File: config.mk
export PLATFORM = sky130hd
export DESIGN_NAME = node_endpoint
export DESIGN_NICKNAME = d
export VERILOG_FILES = /design/src/rtl/node_endpoint.sv
export SDC_FILE = /design/constraint.sdc
export NUM_CORES = 1
export LEC_CHECK = 0
export ABC_AREA = 1
export CAP_MARGIN = 20
export CORE_ASPECT_RATIO = 1.25
export CORE_MARGIN = 3
export CORE_UTILIZATION = 30
export CTS_CLUSTER_DIAMETER = 80
export DETAILED_ROUTE_END_ITERATION = 6
export DONT_BUFFER_PORTS = 1
export PLACE_DENSITY_LB_ADDON = 0.25
export SLEW_MARGIN = 30
export SYNTH_ARGS = -nofsm -noshare
export SYNTH_HDL_FRONTEND = slang
export SYNTH_SLANG_ARGS = --single-unit
File: constraint.sdc
create_clock -name clk -period 2.5 [get_ports clk]
set_input_delay 0.375 -clock clk [delete_from_list [all_inputs] [get_ports clk]]
set_output_delay 0.375 -clock clk [all_outputs]
set_load 0.02 [all_outputs]
File: src/rtl/node_endpoint.sv
`default_nettype none
// ============================================================================
//  Module   : node_endpoint
//  Purpose  : Terminal network interface for the east/west node chain.
//             Injects local flits onto the chain (paced, no backpressure)
//             and ejects chain flits into a first-word fall-through buffer
//             with saturating drop accounting.
//  Revision : 1.0 - initial release
// ============================================================================
module node_endpoint #(
  parameter int DEPTH   = 4,  // entries per FIFO, power of 2, >= 2
  parameter int MIN_GAP = 0,  // idle cycles forced between tx pulses
  parameter int CNT_W   = 8,  // drop counter width
  parameter int FLIT_W  = 7   // flit width carried on the link
) (
  input  logic              clk,
  input  logic              rst,
  // link toward the chain (injection)
  output logic [FLIT_W-1:0] tx_flit,
  output logic              tx_enable,
  // link from the chain (ejection)
  input  logic [FLIT_W-1:0] rx_flit,
  input  logic              rx_enable,
  // local injection side
  input  logic [FLIT_W-1:0] in_flit,
  input  logic              in_valid,
  output logic              in_ready,
  // local ejection side
  output logic [FLIT_W-1:0] out_flit,
  output logic              out_valid,
  input  logic              out_ready,
  // statistics
  input  logic              clr_stats,
  output logic [CNT_W-1:0]  drop_count,
  output logic              overflow
);

  localparam int c_ADDR_W = $clog2(DEPTH);
  // Gap counter must hold MIN_GAP; the +2 keeps the width >= 1 when MIN_GAP is 0.
  localparam int c_GAP_W  = $clog2(MIN_GAP + 2);
  localparam logic [c_GAP_W-1:0]  c_GAP_LOAD = c_GAP_W'(MIN_GAP);
  localparam logic [c_GAP_W-1:0]  c_GAP_ONE  = c_GAP_W'(1);
  localparam logic [c_ADDR_W:0]   c_PTR_ONE  = (c_ADDR_W + 1)'(1);
  localparam logic [CNT_W-1:0]    c_CNT_ONE  = CNT_W'(1);

  typedef enum logic [1:0] {
    S_IDLE = 2'd0,
    S_SEND = 2'd1,
    S_GAP  = 2'd2
  } state_t;

  // --------------------------------------------------------------------------
  // TX FIFO
  // --------------------------------------------------------------------------
  logic [FLIT_W-1:0]  r_tx_mem [DEPTH];
  logic [c_ADDR_W:0]  r_tx_wr;
  logic [c_ADDR_W:0]  r_tx_rd;
  logic               w_tx_empty;
  logic               w_tx_full;
  logic               w_tx_push;
  logic               w_tx_pop;
  logic [FLIT_W-1:0]  w_tx_head;

  state_t              r_state;
  logic [c_GAP_W-1:0]  r_gap_cnt;

  assign w_tx_empty = (r_tx_wr == r_tx_rd);
  assign w_tx_full  = (r_tx_wr[c_ADDR_W] != r_tx_rd[c_ADDR_W]) &&
                      (r_tx_wr[c_ADDR_W-1:0] == r_tx_rd[c_ADDR_W-1:0]);
  // A full FIFO refuses a push even if the FSM frees a slot this cycle.
  assign w_tx_push  = in_valid && !w_tx_full;
  assign in_ready   = !w_tx_full;
  assign w_tx_head  = r_tx_mem[r_tx_rd[c_ADDR_W-1:0]];

  // Decide whether the FSM launches a new flit this cycle.
  always_comb begin
    w_tx_pop = 1'b0;
    case (r_state)
      S_IDLE:  w_tx_pop = !w_tx_empty;
      S_SEND:  w_tx_pop = (MIN_GAP == 0) && !w_tx_empty;
      // Last gap cycle launches directly so pulses are MIN_GAP+1 cycles apart.
      S_GAP:   w_tx_pop = (r_gap_cnt == c_GAP_ONE) && !w_tx_empty;
      default: w_tx_pop = 1'b0;
    endcase
  end

  // TX storage write port.
  always_ff @(posedge clk) begin
    if (w_tx_push) r_tx_mem[r_tx_wr[c_ADDR_W-1:0]] <= in_flit;
  end

  // TX pointer update.
  always_ff @(posedge clk) begin
    if (rst) begin
      r_tx_wr <= '0;
      r_tx_rd <= '0;
    end else begin
      if (w_tx_push) r_tx_wr <= r_tx_wr + c_PTR_ONE;
      if (w_tx_pop)  r_tx_rd <= r_tx_rd + c_PTR_ONE;
    end
  end

  // Injection FSM with registered link outputs; flit holds while enable is low.
  always_ff @(posedge clk) begin
    if (rst) begin
      r_state   <= S_IDLE;
      r_gap_cnt <= '0;
      tx_enable <= 1'b0;
      tx_flit   <= '0;
    end else if (w_tx_pop) begin
      r_state   <= S_SEND;
      tx_enable <= 1'b1;
      tx_flit   <= w_tx_head;
    end else begin
      tx_enable <= 1'b0;
      case (r_state)
        S_IDLE: r_state <= S_IDLE;
        S_SEND: begin
          if (MIN_GAP > 0) begin
            r_state   <= S_GAP;
            r_gap_cnt <= c_GAP_LOAD;
          end else begin
            r_state <= S_IDLE;
          end
        end
        S_GAP: begin
          if (r_gap_cnt == c_GAP_ONE) r_state <= S_IDLE;
          else                        r_gap_cnt <= r_gap_cnt - c_GAP_ONE;
        end
        default: r_state <= S_IDLE;
      endcase
    end
  end

  // --------------------------------------------------------------------------
  // RX FIFO
  // --------------------------------------------------------------------------
  logic [FLIT_W-1:0]  r_rx_mem [DEPTH];
  logic [c_ADDR_W:0]  r_rx_wr;
  logic [c_ADDR_W:0]  r_rx_rd;
  logic               w_rx_empty;
  logic               w_rx_full;
  logic               w_rx_push;
  logic               w_rx_pop;
  logic               w_rx_drop;

  assign w_rx_empty = (r_rx_wr == r_rx_rd);
  assign w_rx_full  = (r_rx_wr[c_ADDR_W] != r_rx_rd[c_ADDR_W]) &&
                      (r_rx_wr[c_ADDR_W-1:0] == r_rx_rd[c_ADDR_W-1:0]);
  assign out_valid  = !w_rx_empty;
  assign out_flit   = r_rx_mem[r_rx_rd[c_ADDR_W-1:0]];
  assign w_rx_pop   = out_valid && out_ready;
  // A same-cycle pop frees the slot, so a full FIFO can still accept.
  assign w_rx_push  = rx_enable && (!w_rx_full || w_rx_pop);
  assign w_rx_drop  = rx_enable && !w_rx_push;

  // RX storage write port; when full+pop, the written slot is the one being read out.
  always_ff @(posedge clk) begin
    if (w_rx_push) r_rx_mem[r_rx_wr[c_ADDR_W-1:0]] <= rx_flit;
  end

  // RX pointer update.
  always_ff @(posedge clk) begin
    if (rst) begin
      r_rx_wr <= '0;
      r_rx_rd <= '0;
    end else begin
      if (w_rx_push) r_rx_wr <= r_rx_wr + c_PTR_ONE;
      if (w_rx_pop)  r_rx_rd <= r_rx_rd + c_PTR_ONE;
    end
  end

  // Drop statistics: saturating counter and sticky flag; a drop during clear still counts.
  always_ff @(posedge clk) begin
    if (rst) begin
      drop_count <= '0;
      overflow   <= 1'b0;
    end else if (clr_stats) begin
      drop_count <= w_rx_drop ? c_CNT_ONE : '0;
      overflow   <= w_rx_drop;
    end else if (w_rx_drop) begin
      if (drop_count != '1) drop_count <= drop_count + c_CNT_ONE;
      overflow <= 1'b1;
    end
  end

endmodule
`default_nettype wire

# After elaboration in Yosys (flattened, before gate mapping)
# Memory sizes are Yosys's and may differ from the RTL's. A register that Yosys moved wholly into a read port is not among the register bits.
# Cells that the tools add are included.
# totals
ff_bits	23
ramBits	56
inputBits	20
out_inout_bits	26
elab_cells	54
n_memories	2
# op_classes
addsub	5
n_eq_ne	7
n_mux	15
reduce_logical	17
# memory_table
memory	depth	word_bits	read_ports	rd_ports_with_merged_regs	write_ports	line	source
r_rx_mem	4	7	1	1	1	138	logic [FLIT_W-1:0] r_rx_mem [DEPTH];
r_tx_mem	4	7	1	1	1	55	logic [FLIT_W-1:0] r_tx_mem [DEPTH];
# ops
operator	count
$mux W8	3
$add A3 B1 Y3 const B	4
$mux W1	10
$add A8 B1 Y8 const B	1
$ne A8 B8 Y1 const B	1
$eq A3 B3 Y1	2
$logic_and A1 B1 Y1	6
$logic_not A1 Y1	5
$eq A2 B2 Y1	2
$mux W2	2
$reduce_bool A2 Y1	2
$logic_not A2 Y1	1
$ne A1 B1 Y1	2
$reduce_and A2 Y1	1
$reduce_or A2 Y1	1
$logic_or A1 B1 Y1	1

# Longest topological paths before layout
# logic_depth
word_depth	9
depth_mapped	10
mapped_depth_nobuf	10

# Worst setup path before layout
# No wires, ideal clock.
# synth_path
path_kind	register -> register
start	register r_tx_rd[0]
end	memory r_tx_mem[0][0], enable pin
setup_time_ns	0.360
t_arrival_ns	1.283
required_time_ns	2.140
setup_slack_ns	0.857
path_stages_with_launch	7
n_path_buf	1
synth_period_minus_slack_ns	1.643
path_cell_list	dfxtp_1 buf_4 xor2_1 nor2_2 nand2_2 nand2_2 nor2_1
# synth_between
elab_chain_len	6
# synth_rtl
item	line	source
from (decl)	57	logic [c_ADDR_W:0] r_tx_rd;
from (signal assigned)	99	if (w_tx_pop) r_tx_rd <= r_tx_rd + c_PTR_ONE;
$eq A2 B2 Y1	69	(r_tx_wr[c_ADDR_W-1:0] == r_tx_rd[c_ADDR_W-1:0]);
$logic_and A1 B1 Y1	68	assign w_tx_full = (r_tx_wr[c_ADDR_W] != r_tx_rd[c_ADDR_W]) &&
$logic_not A1 Y1	--	
net in_ready	27	output logic in_ready,
$logic_and A1 B1 Y1	71	assign w_tx_push = in_valid && !w_tx_full;
$mux W1	89	if (w_tx_push) r_tx_mem[r_tx_wr[c_ADDR_W-1:0]] <= in_flit;
$mux W1 (implied by the code)	89	
to (decl)	55	
# The timed path passes the listed nets, and every way through them passes these cells.

==> run summary <==
Cell area after placement -> 0.00388 mm²
Worst Setup End Kind -> output pin
Pleak -> 1.52 nW
Slew Viols, Final -> 0
Number of H-tree levels -> 3
Mux contribution to synthesized area -> 0%
Met3 Use GR -> 5.00%
Slew of the pin with the lowest slew margin -> 0.714 ns
Critical Path Max Stage Delay -> 0.42 ns
Total grt overflow -> 0
Final wirelength -> 7.83 mm
Cell area after layout -> 0.00419 mm²
Largest net degree at the start of global routing -> 23
Post-Place Setup Slack -> 0.495 ns
PostCTS Resize Cnt -> 0
Setup Viol. Count Final -> 0
Sequential area share after synthesis -> 62.4%
DRC -> 0
Post-Syn Area per Cell -> 10.4 µm²
Critical Path AT -> 1.67 ns
Final min period -> 2.04 ns
Compound-Gate Fraction of Synth Area -> 12.2%
Crit path cell chain -> inv_1, o21ai_0, o22ai_1
DR vias -> 2466
Synth Area in Adders -> 3.73%
Die width -> 105 µm
Setup TNS -> 0 ns
Syn nets -> 387
Nets -> 395
CP max-delay cell -> dfxtp_1
HPWL Detailed -> 5.56 mm
Met2 usage -> 21.1%
P&R area growth vs syn -> 13.5%
Core Area -> 0.0118 mm²
Fill count -> 1166
Post-Synth XOR/XNOR Area -> 1.42%
Netlist cell types -> 29
Layout cells sized above 1 -> 11.1%
M1 GR Usage -> 13.2%
Clk Tree Root Cell -> clkbuf_16
Vias per inst -> 4.65
Die height -> 130 µm
Post-Syn Area -> 0.00369 mm²
Diode count -> 0
PortBufs -> 0
Fmax -> 490 MHz
Most Crowded Layer GR -> met2
Fin crit share -> 81.6%
Initial antenna violation count -> 0
TritonCTS Sinks -> 87
IO Count -> 46
CP required -> 2.12 ns
Final clock skew -> 0.00944 ns
Final Hold Slack -> 0.0873 ns
Status -> finished clean
GPL Wtd Cong -> 0.770
CP Class -> register to output pin
Starting Density -> 31.2%
Slew headroom -> 52.4%
FF+latch count, synth -> 87
Total global routing track utilization -> 12.2%
RSZ-0062 raised after global routing -> no
Clock-pin transition on the worst setup and hold timing paths -> 0.07 ns
Avg WL per Cell -> 14.8 µm
Clock latency at the later pin of the worst-skew pair -> 0.34 ns
Crit-path max FO -> 14
CTS Buf Count -> 9
Post-CTS setup buffers -> 0
CTS tree -> built
DR iter-0 viols -> 109
Post-route ant nets -> 0
Simple-gate share of the synthesized area -> 15.5%
Synth Instances -> 356
Row count -> 44
Post-CTS Hold Buffers -> 0
Die area -> 0.0137 mm²
Vias in the first global route -> 2494
Drt pass-1 iters -> 4
Largest family of logic cells by synthesized area -> simple AND/OR/NAND/NOR gates
Final WS setup -> 0.460 ns
Ys Warns -> 0
First-pass GRT wire length -> 12.8 mm
# Max-Cap Violations -> 0
Hold WC Path Type -> primary input to register
Startpoint types -> register
Max rail drop VDD -> 0.605 mV
Pwr Density -> 938 mW/mm²
Clk buf depth -> 2
Final Hold Viols -> 0
-- routing by layer --
| layer | part of all wire [%] | vias to the layer above | wire length, µm |
|---|---|---|---|
| met3 | 8.5 | 13 | 665 |
| met4 | 1.6 | 0 | 128 |
| li1 | - | 1244 | - |
| met2 | 49 | 63 | 3860 |
| met1 | 41 | 1146 | 3180 |
| met5 | 0 | - | 0 |
-- stage by stage --
step	cells	power, mW	util (%)
after floorplan	356	2.46	-
after global placement	514	2.62	32.8
after detailed placement	514	2.63	32.8
after CTS	530	3.99	35.4
after global routing	530	4.16	35.4
final	530	3.93	35.4
-- registers in the layout (all words and copies together) (netlist names), named ones only --
| name | flops |
|---|---|
| r_rx_rd | 3 |
| drop_count | 8 |
| r_tx_rd | 3 |
| r_rx_mem | 28 |
| tx_enable | 1 |
| r_rx_wr | 3 |
| r_tx_mem | 28 |
| r_tx_wr | 3 |
| tx_flit | 7 |
| overflow | 1 |
-- power by group --
part,switching [mW],internal (mW)
clock network,0.542,0.801
registers,0.194,1.69
logic,0.492,0.204
-- critical path: cells and delay by family (launching register included) --
family,cells,cell delay (ns)
AOI/OAI and AO/OA,2,0.55
buffers and inverters,1,0.37
DFF,1,0.42
-- placed cells by master (no fill, tap or decap) --
| cell | n |
|---|---|
| inv_1 | 29 |
| ha_1 | 11 |
| bufinv_16 | 1 |
| clkinv_4 | 1 |
| dfxtp_1 | 31 |
| xor2_1 | 5 |
| o21ai_1 | 1 |
| a31oi_1 | 6 |
| inv_2 | 2 |
| o22ai_1 | 8 |
| edfxtp_1 | 56 |
| nand3_1 | 16 |
| buf_4 | 7 |
| or2_2 | 1 |
| clkinv_2 | 1 |
| o21ai_2 | 1 |
| nand3_2 | 1 |
| a21oi_1 | 18 |
| xnor2_1 | 1 |
| nand3b_1 | 1 |
| clkbuf_8 | 1 |
| nand3_4 | 1 |
| nor2_1 | 61 |
| nand2_2 | 4 |
| nor3_4 | 1 |
| nor2_2 | 1 |
| clkbuf_16 | 9 |
| o21ai_0 | 43 |
| nand2_4 | 2 |
| nand2_1 | 40 |
| clkbuf_1 | 1 |
| a21oi_2 | 5 |
| clkinvlp_4 | 2 |
-- path summary, 6_finish.rpt --
check / from / to / slack (ns) / cells past startpoint
setup / recovery: register / out_flit[2] / 0.46 / 3
hold / removal: rst / drop_count[4] / 0.09 / 1
setup reg to reg: r_tx_rd[1] / r_tx_mem[1][2] / 0.52 / 5
hold reg to reg: r_tx_wr[2] / r_tx_wr[2] / 0.50 / 2
-- cell type report --
| cell class | count | area, µm² | share of cell area (%) |
|---|---|---|---|
| Sequential cell | 87 | 2300 | 55.0 |
| Multi-Input combinational cell | 228 | 1210 | 28.9 |
| Clock buffer | 11 | 243 | 5.80 |
| Tap cell | 161 | 201 | 4.81 |
| Inverter | 31 | 116 | 2.78 |
| Clock inverter | 5 | 58.8 | 1.41 |
| Timing Repair Buffer | 7 | 52.6 | 1.26 |
-- Yosys cell counts --
cell type | count | area, µm²
inv_2 | 2 | 7.51
dfxtp_1 | 31 | 621
nand3_2 | 1 | 10.0
inv_1 | 29 | 109
nand3_4 | 1 | 17.5
o21ai_1 | 1 | 5.00
o22ai_1 | 8 | 50.1
a21oi_1 | 18 | 90.1
buf_2 | 2 | 10.0
nand2_4 | 2 | 22.5
nand2_2 | 4 | 25.0
nor3_4 | 1 | 16.3
buf_4 | 1 | 7.51
edfxtp_1 | 56 | 1680
nand2_1 | 40 | 150
nor2_2 | 1 | 6.26
xnor2_1 | 1 | 8.76
nand3b_1 | 1 | 7.51
xor2_1 | 5 | 43.8
o21ai_0 | 43 | 215
nor2_1 | 61 | 229
or2_2 | 1 | 6.26
nand3_1 | 16 | 80.1
a31oi_1 | 6 | 37.5
a21oi_2 | 5 | 43.8
ha_1 | 11 | 138
o21ai_2 | 1 | 8.76
clkbuf_1 | 5 | 18.8
buf_6 | 2 | 22.5
-- cells by family (layout without fill, tap and decap cells) --
kind of cell | after synthesis | after routing
fa+ha+maj | 11 | 11
flops | 87 | 87
buf+inv | 41 | 54
xor+xnor | 6 | 6
simple gates | 129 | 129
compound gates | 82 | 82
(Power assumes the default switching activity.)
